## config.mk

```make
export PLATFORM = sky130hd
export DESIGN_NAME = four_bit_sdc_flat
export DESIGN_NICKNAME = d
export VERILOG_FILES = /design/src/rtl/four_bit_sdc_pkg.sv /design/src/rtl/four_bit_sdc_if.sv /design/src/rtl/four_bit_sdc.sv /design/src/flat_wrapper.sv
export SDC_FILE = /design/constraint.sdc
export NUM_CORES = 1
export LEC_CHECK = 0
export BUFFER_PORTS_ARGS = -buffer_cell sky130_fd_sc_hd__buf_4
export CORE_ASPECT_RATIO = 1.1
export CORE_UTILIZATION = 42
export DETAILED_ROUTE_END_ITERATION = 7
export GPL_TIMING_DRIVEN = 1
export MAX_ROUTING_LAYER = met4
export PLACE_DENSITY = 0.65
export SYNTH_ARGS = -nofsm -noshare
export SYNTH_HDL_FRONTEND = slang
export SYNTH_SLANG_ARGS = --single-unit
```

## constraint.sdc

```tcl
create_clock -name clk -period 3.85 [get_ports clk]
set_input_delay 1.155 -clock clk [delete_from_list [all_inputs] [get_ports clk]]
set_output_delay 1.155 -clock clk [all_outputs]
set_load 0.02 [all_outputs]
```

## src/rtl/four_bit_sdc_pkg.sv

```systemverilog
// four_bit_sdc_pkg: shared state encodings and default counter width for the counter library
package four_bit_sdc_pkg;
  localparam int SDC_WIDTH = 4;
  typedef enum logic {IDLE = 1'b0, RUN = 1'b1} state_t;
endpackage

```

## src/rtl/four_bit_sdc_if.sv

```systemverilog
// four_bit_sdc_if: counter bus; master drives load/d/mode/en, slave returns q/tc/busy
interface four_bit_sdc_if import four_bit_sdc_pkg::*; #(parameter int WIDTH = SDC_WIDTH);
  logic             load;
  logic [WIDTH-1:0] d;
  logic             mode;
  logic             en;
  logic [WIDTH-1:0] q;
  logic             tc;
  logic             busy;
  modport master(output load, d, mode, en, input q, tc, busy);
  modport slave(input load, d, mode, en, output q, tc, busy);
endinterface

```

## src/rtl/four_bit_sdc.sv

```systemverilog
// four_bit_sdc: loadable down counter/timer (clk, async reset, bus: load/d/mode/en in, q/tc/busy out), one-shot or periodic
module four_bit_sdc import four_bit_sdc_pkg::*; #(
  parameter int WIDTH = SDC_WIDTH
) (
  input logic            clk,
  input logic            reset,
  four_bit_sdc_if.slave  bus
);
  localparam logic [WIDTH-1:0] ONE = WIDTH'(1);
  state_t           st_q, st_d;
  logic [WIDTH-1:0] cnt_q, cnt_d, rel_q, rel_d;
  logic             mode_q, mode_d, tc_q, tc_d;
  logic             run_en;
  assign run_en = (st_q == RUN) && bus.en;
  always_comb begin
    cnt_d  = cnt_q;
    rel_d  = rel_q;
    mode_d = mode_q;
    st_d   = st_q;
    tc_d   = 1'b0;
    if (bus.load) begin
      cnt_d  = bus.d;
      rel_d  = bus.d;
      mode_d = bus.mode;
      st_d   = (bus.d != '0) ? RUN : IDLE;
    end else if (run_en && cnt_q > ONE) begin
      cnt_d = cnt_q - ONE;
    end else if (run_en && cnt_q == ONE) begin
      tc_d  = 1'b1;
      cnt_d = mode_q ? rel_q : '0;
      st_d  = mode_q ? RUN : IDLE;
    end
  end
  always_ff @(posedge clk or posedge reset) begin
    if (reset) begin
      cnt_q  <= '0;
      rel_q  <= '0;
      mode_q <= 1'b0;
      tc_q   <= 1'b0;
      st_q   <= IDLE;
    end else begin
      cnt_q  <= cnt_d;
      rel_q  <= rel_d;
      mode_q <= mode_d;
      tc_q   <= tc_d;
      st_q   <= st_d;
    end
  end
  assign bus.q    = cnt_q;
  assign bus.tc   = tc_q;
  assign bus.busy = (st_q == RUN);
endmodule
```

## src/flat_wrapper.sv

```systemverilog
// flat-port wrapper written by rule: the top's interface ports become plain ports
module four_bit_sdc_flat import four_bit_sdc_pkg::*;
#(
  parameter int WIDTH = SDC_WIDTH
)
  (clk, reset, bus_load, bus_d, bus_mode, bus_en, bus_q, bus_tc, bus_busy);
  four_bit_sdc_if #(.WIDTH(WIDTH)) bus_i ();
  input logic clk;
  input logic reset;
  input wire logic [$bits(bus_i.load)-1:0] bus_load;
  input wire logic [$bits(bus_i.d)-1:0] bus_d;
  input wire logic [$bits(bus_i.mode)-1:0] bus_mode;
  input wire logic [$bits(bus_i.en)-1:0] bus_en;
  output wire logic [$bits(bus_i.q)-1:0] bus_q;
  output wire logic [$bits(bus_i.tc)-1:0] bus_tc;
  output wire logic [$bits(bus_i.busy)-1:0] bus_busy;
  assign bus_i.load = bus_load;
  assign bus_i.d = bus_d;
  assign bus_i.mode = bus_mode;
  assign bus_i.en = bus_en;
  assign bus_q = bus_i.q;
  assign bus_tc = bus_i.tc;
  assign bus_busy = bus_i.busy;
  four_bit_sdc #(.WIDTH(WIDTH)) u_core (.clk(clk), .reset(reset), .bus(bus_i));
endmodule
```

; Word-level counts from Yosys, hierarchy flattened
; Cells that the tools add are included.
[word_totals]
reg_bits = 11
output_inout_bits = 6
[classes]
n_addsub = 1
n_lt_le_gt_ge = 1
n_eq_ne = 2
mux = 12
reduce_logical = 7
[op_table]
columns = cell, count
row1 = 4-bit two-way mux, 4
row2 = 1-bit two-way mux, 8
row3 = "4-bit by 1-bit equality test with 1-bit output, second input constant", 1
row4 = "4-bit by 1-bit > comparator with 1-bit output, second input constant", 1
row5 = 4-bit nonzero test, 1
row6 = "4-bit by 1-bit subtractor with 4-bit output, second input constant", 1
row7 = 1-bit logical AND, 3
row8 = 3-bit nonzero test, 1
row9 = "2-bit != test, second input constant", 1
row10 = 2-bit AND reduction, 1
row11 = 2-bit nonzero test, 1

; Depth between registers and ports, before layout
[depth]
word_depth = 5
mapped_depth = 6
mapped_depth_nobuf = 6

; Worst setup path after synthesis
; OpenSTA, ideal clock, no wires.
[synth_timing]
kind = input-to-reg
start = input port bus_d[0]
end = register u_core.st_q (netlist: u_core.bus.busy)
setup_ps = 131
arrival_ps = 1858
required_time_ps = 3719
slack_ps = 1861
cell_stages = 3
path_cell_list = or4_1 > a21oi_1 > o21ai_0
[synth_between]
elab_chain_len = 3
[synth_rtl]
columns = element, line_no
row1 = from (decl), flat_wrapper.sv:11  ; input wire logic [$bits(bus_i.d)-1:0] bus_d;
row2 = 4-bit nonzero test, four_bit_sdc.sv:25  ; st_d = (bus.d != '0) ? RUN : IDLE;
row3 = 1-bit two-way mux, four_bit_sdc.sv:25
row4 = 1-bit two-way mux, four_bit_sdc.sv:21  ; if (bus.load) begin
row5 = to (signal assigned), four_bit_sdc.sv:46  ; st_q <= st_d;
row6 = to (decl), four_bit_sdc.sv:10  ; state_t st_q, st_d;
; Every way passes these cells.
; A chain may end at the register's enable or synchronous reset.

; Worst setup path after layout
[layout_timing]
start = register u_core.cnt_q[0] (netlist: u_core.bus.q[0])
end = output port bus_q[0]
[layout_lines]
columns = element, line_no
row1 = from (decl), four_bit_sdc.sv:11  ; logic [WIDTH-1:0] cnt_q, cnt_d, rel_q, rel_d;
row2 = from (signal assigned), four_bit_sdc.sv:42  ; cnt_q <= cnt_d;
row3 = to (decl), flat_wrapper.sv:14  ; output wire logic [$bits(bus_i.q)-1:0] bus_q;
; No word-level cell between the ends.

==> results.toml <==
[grt]
grt_antenna_before_repair = 0
grt_max_degree = 17
grt_pass1_vias = 527
grt_overflow = 0
grt_use_total = 0.200
grt_pass1_wl_um = 2240

[die]
core_region_area_um2 = 1370
ios = 15
die_w_um = 38.6
fp.dieH_um = 42.3
die_area_um2 = 1630
initial_core_util = 0.453
rows = 14

[power_and_ir_drop]
power_frac_clock = 0.237
seqPwrFrac = 0.444
internal_power_uw = 217
power.density_nw_per_um2 = 434
swShare = 0.346
peakVddDrop_v = 0.000207
p_total_uw = 332
p_switching_uw = 115
power_leakage_nw = 0.352
comb_power_share = 0.319

[cts]
cts_tree = "built"
postCtsResizedCells = 0
clkTransAtPathRegs_ns = 0.07
cts.sinks = 11
htree_levels = 1
clk_path_buf_depth = 2
postCtsSetupRepairBufs = 0
clock_latency_ns = 0.26
cts_made_buffers = 3
cts_hold_buf = 0
root_buffer = "clkbuf_4"

[detailed_routing]
routedWlPerCell_um = 14.2
avgViaCountPerCell = 5.86
first_pass_iters = 4
antenna_left = 0
wl_um = 1320
route.detailed.drc = 0
vias = 545
drt_iter0_drc = 14

[worst_setup_path]
crit_buf_inv = 1
cp_slowest_cell = "dfrtp_1"
max_stage_delay_ns = 0.46
crit_type = "flop to output pin"
path_delay_family = "flip-flops"
cp.arrival_ns = 0.91
cp_cell_sequence = "buf_4"
end_kind = "output pin"
worstPathMaxFanout = 6
required_ns = 2.69
worstSetupStartpointType = "flop"

[cells_and_area]
multi_input_area_um2 = 317
drive_above_1_share = 0.299
mostFrequentLayoutCells = "14 x buf_4, 11 x dfrtp_1, 6 x nand2_1, 6 x inv_1"
nets = 89
n_antenna_cell = 0
final_cell_count_no_fill = 93
final_common_cell = "buf_4"
nFillCells = 145
synthToLayoutAreaGrowth_pct = 23.6
register_area_um2 = 275

[sta]
maxSlewHeadroom = 0.690
worst_slew_pin_slew_ns = 0.464
finalCritPeriodShare = 0.536
finalClockSkew_ns = 0.00109
fmax_mhz = 484
drv_slew = 0
fin_tns_setup_ns = 0
final-setup-viol-count = 0
rsz0062_at_grt = "no"
final-hold-violation-count = 0
min_period_ns = 2.07

[yosys]
syn_area_um2 = 619
yosys-top-cells-area = "dfrtp_1 44%, ha_1 4.0%, inv_1 3.6%"
yosys_warnings = 0
async_flop_share = 1.00
postSynthAreaPerCell_um2 = 10.3
postSynthNetCount = 71
syn_inst = 60
synthFlopType = "dfrtp_1"
synthDistinctLibCells = 30
ys_ff_latch = 11
synth-edff-count = 0
synth.largest_area_cell = "dfrtp_1"
yosysTopAreaCellShare = 0.444
ys_seq_area_frac = 0.444

[place]
hpwlAfterDp_um = 1030
routabilityCongestion = 0.863
io_buffer_count = 14
dp.cells = 89

[status]
outcome = "finished clean"

[job]
maxCapViolCount = 0

[worst_hold_path]
worstHoldPathType = "flop to flop"
cell usage after synthesis, types with 2 or more instances:
master and n:
mux2_2 2, dfrtp_1 11, o21ai_0 3, nand2_1 6, o31ai_1 2, a311oi_1 2
inv_1 6, a21o_1 2, o22ai_1 2, ha_1 2, a21oi_1 3
state kept, by name, summed over array words and instances, names as in the netlist:
| signal | count |
|---|---|
| u_core.bus.busy | 1 |
| u_core.bus.tc | 1 |
| u_core.bus.q | 4 |
| u_core.rel_q | 4 |
| u_core.mode_q | 1 |
path summary, 6_finish.rpt:
kind / to / cells past startpoint / start / slack (ns)
min in group asynchronous: u_core.mode_q / 2 / reset / 0.88
worst max-delay path: bus_q[0] / 1 / u_core.bus.q[0] / 1.78
worst min register to register: u_core.rel_q[3] / 1 / u_core.rel_q[3] / 0.53
max in group asynchronous: u_core.bus.q[3] / 2 / reset / 2.67
worst max register to register: u_core.bus.q[0] / 6 / u_core.bus.q[0] / 1.94
worst min-delay path: u_core.rel_q[3] / 1 / u_core.rel_q[3] / 0.53
metal layers:
metal | GRT usage | part of all wire
met4 | 0.0828 | 0.0045
met2 | 0.313 | 0.51
met5 | - | 0
met3 | 0.0319 | 0.059
met1 | 0.250 | 0.43
power groups by stage:
stage                     Combinational (mW)  Clock, mW  Sequential (mW)
after detailed placement               0.106          0            0.150
after floorplan                       0.0592          0            0.157
after global placement                 0.104          0            0.149
final                                  0.106     0.0788            0.147
after global routing                   0.117     0.0885            0.150
after CTS                              0.107     0.0821            0.148
logic make-up (layout without fill, tap and decap cells):
kind of cell | after synthesis | in the layout | share of synthesized area
DFF | 11 | 11 | 0.444
xor gates and xnor gates | 1 | 1 | 0.0141
muxes | 2 | 2 | 0.0364
adders and majority gates | 2 | 2 | 0.0404
and+or+nand+nor | 13 | 13 | 0.117
buffers and inverters | 7 | 24 | 0.0444
AOI/OAI and AO/OA | 24 | 24 | 0.303
final cells by class:
| cell class | instances | share of cell area |
|---|---|---|
| flip-flops and latches | 11 | 0.359 |
| multi-input cells | 42 | 0.413 |
| repair buffers | 14 | 0.137 |
| clock buffers | 4 | 0.0343 |
| inverters | 6 | 0.0294 |
| well taps | 16 | 0.0261 |
per-stage QoR:
| stage | instance area [um2] | worst slack (ns) | utilization | hold slack, ns |
|---|---|---|---|---|
| 2_1_floorplan | 619 | 1.86 | - | 0.481 |
| 3_3_place_gp | 739 | 1.66 | 0.541 | 0.493 |
| 3_5_place_dp | 739 | 1.66 | 0.541 | 0.506 |
| 4_1_cts | 766 | 1.77 | 0.560 | 0.522 |
| 5_1_grt | 766 | 1.72 | 0.560 | 0.535 |
| 6_report | 766 | 1.78 | 0.560 | 0.528 |
Power figures use the tool's default switching activity.
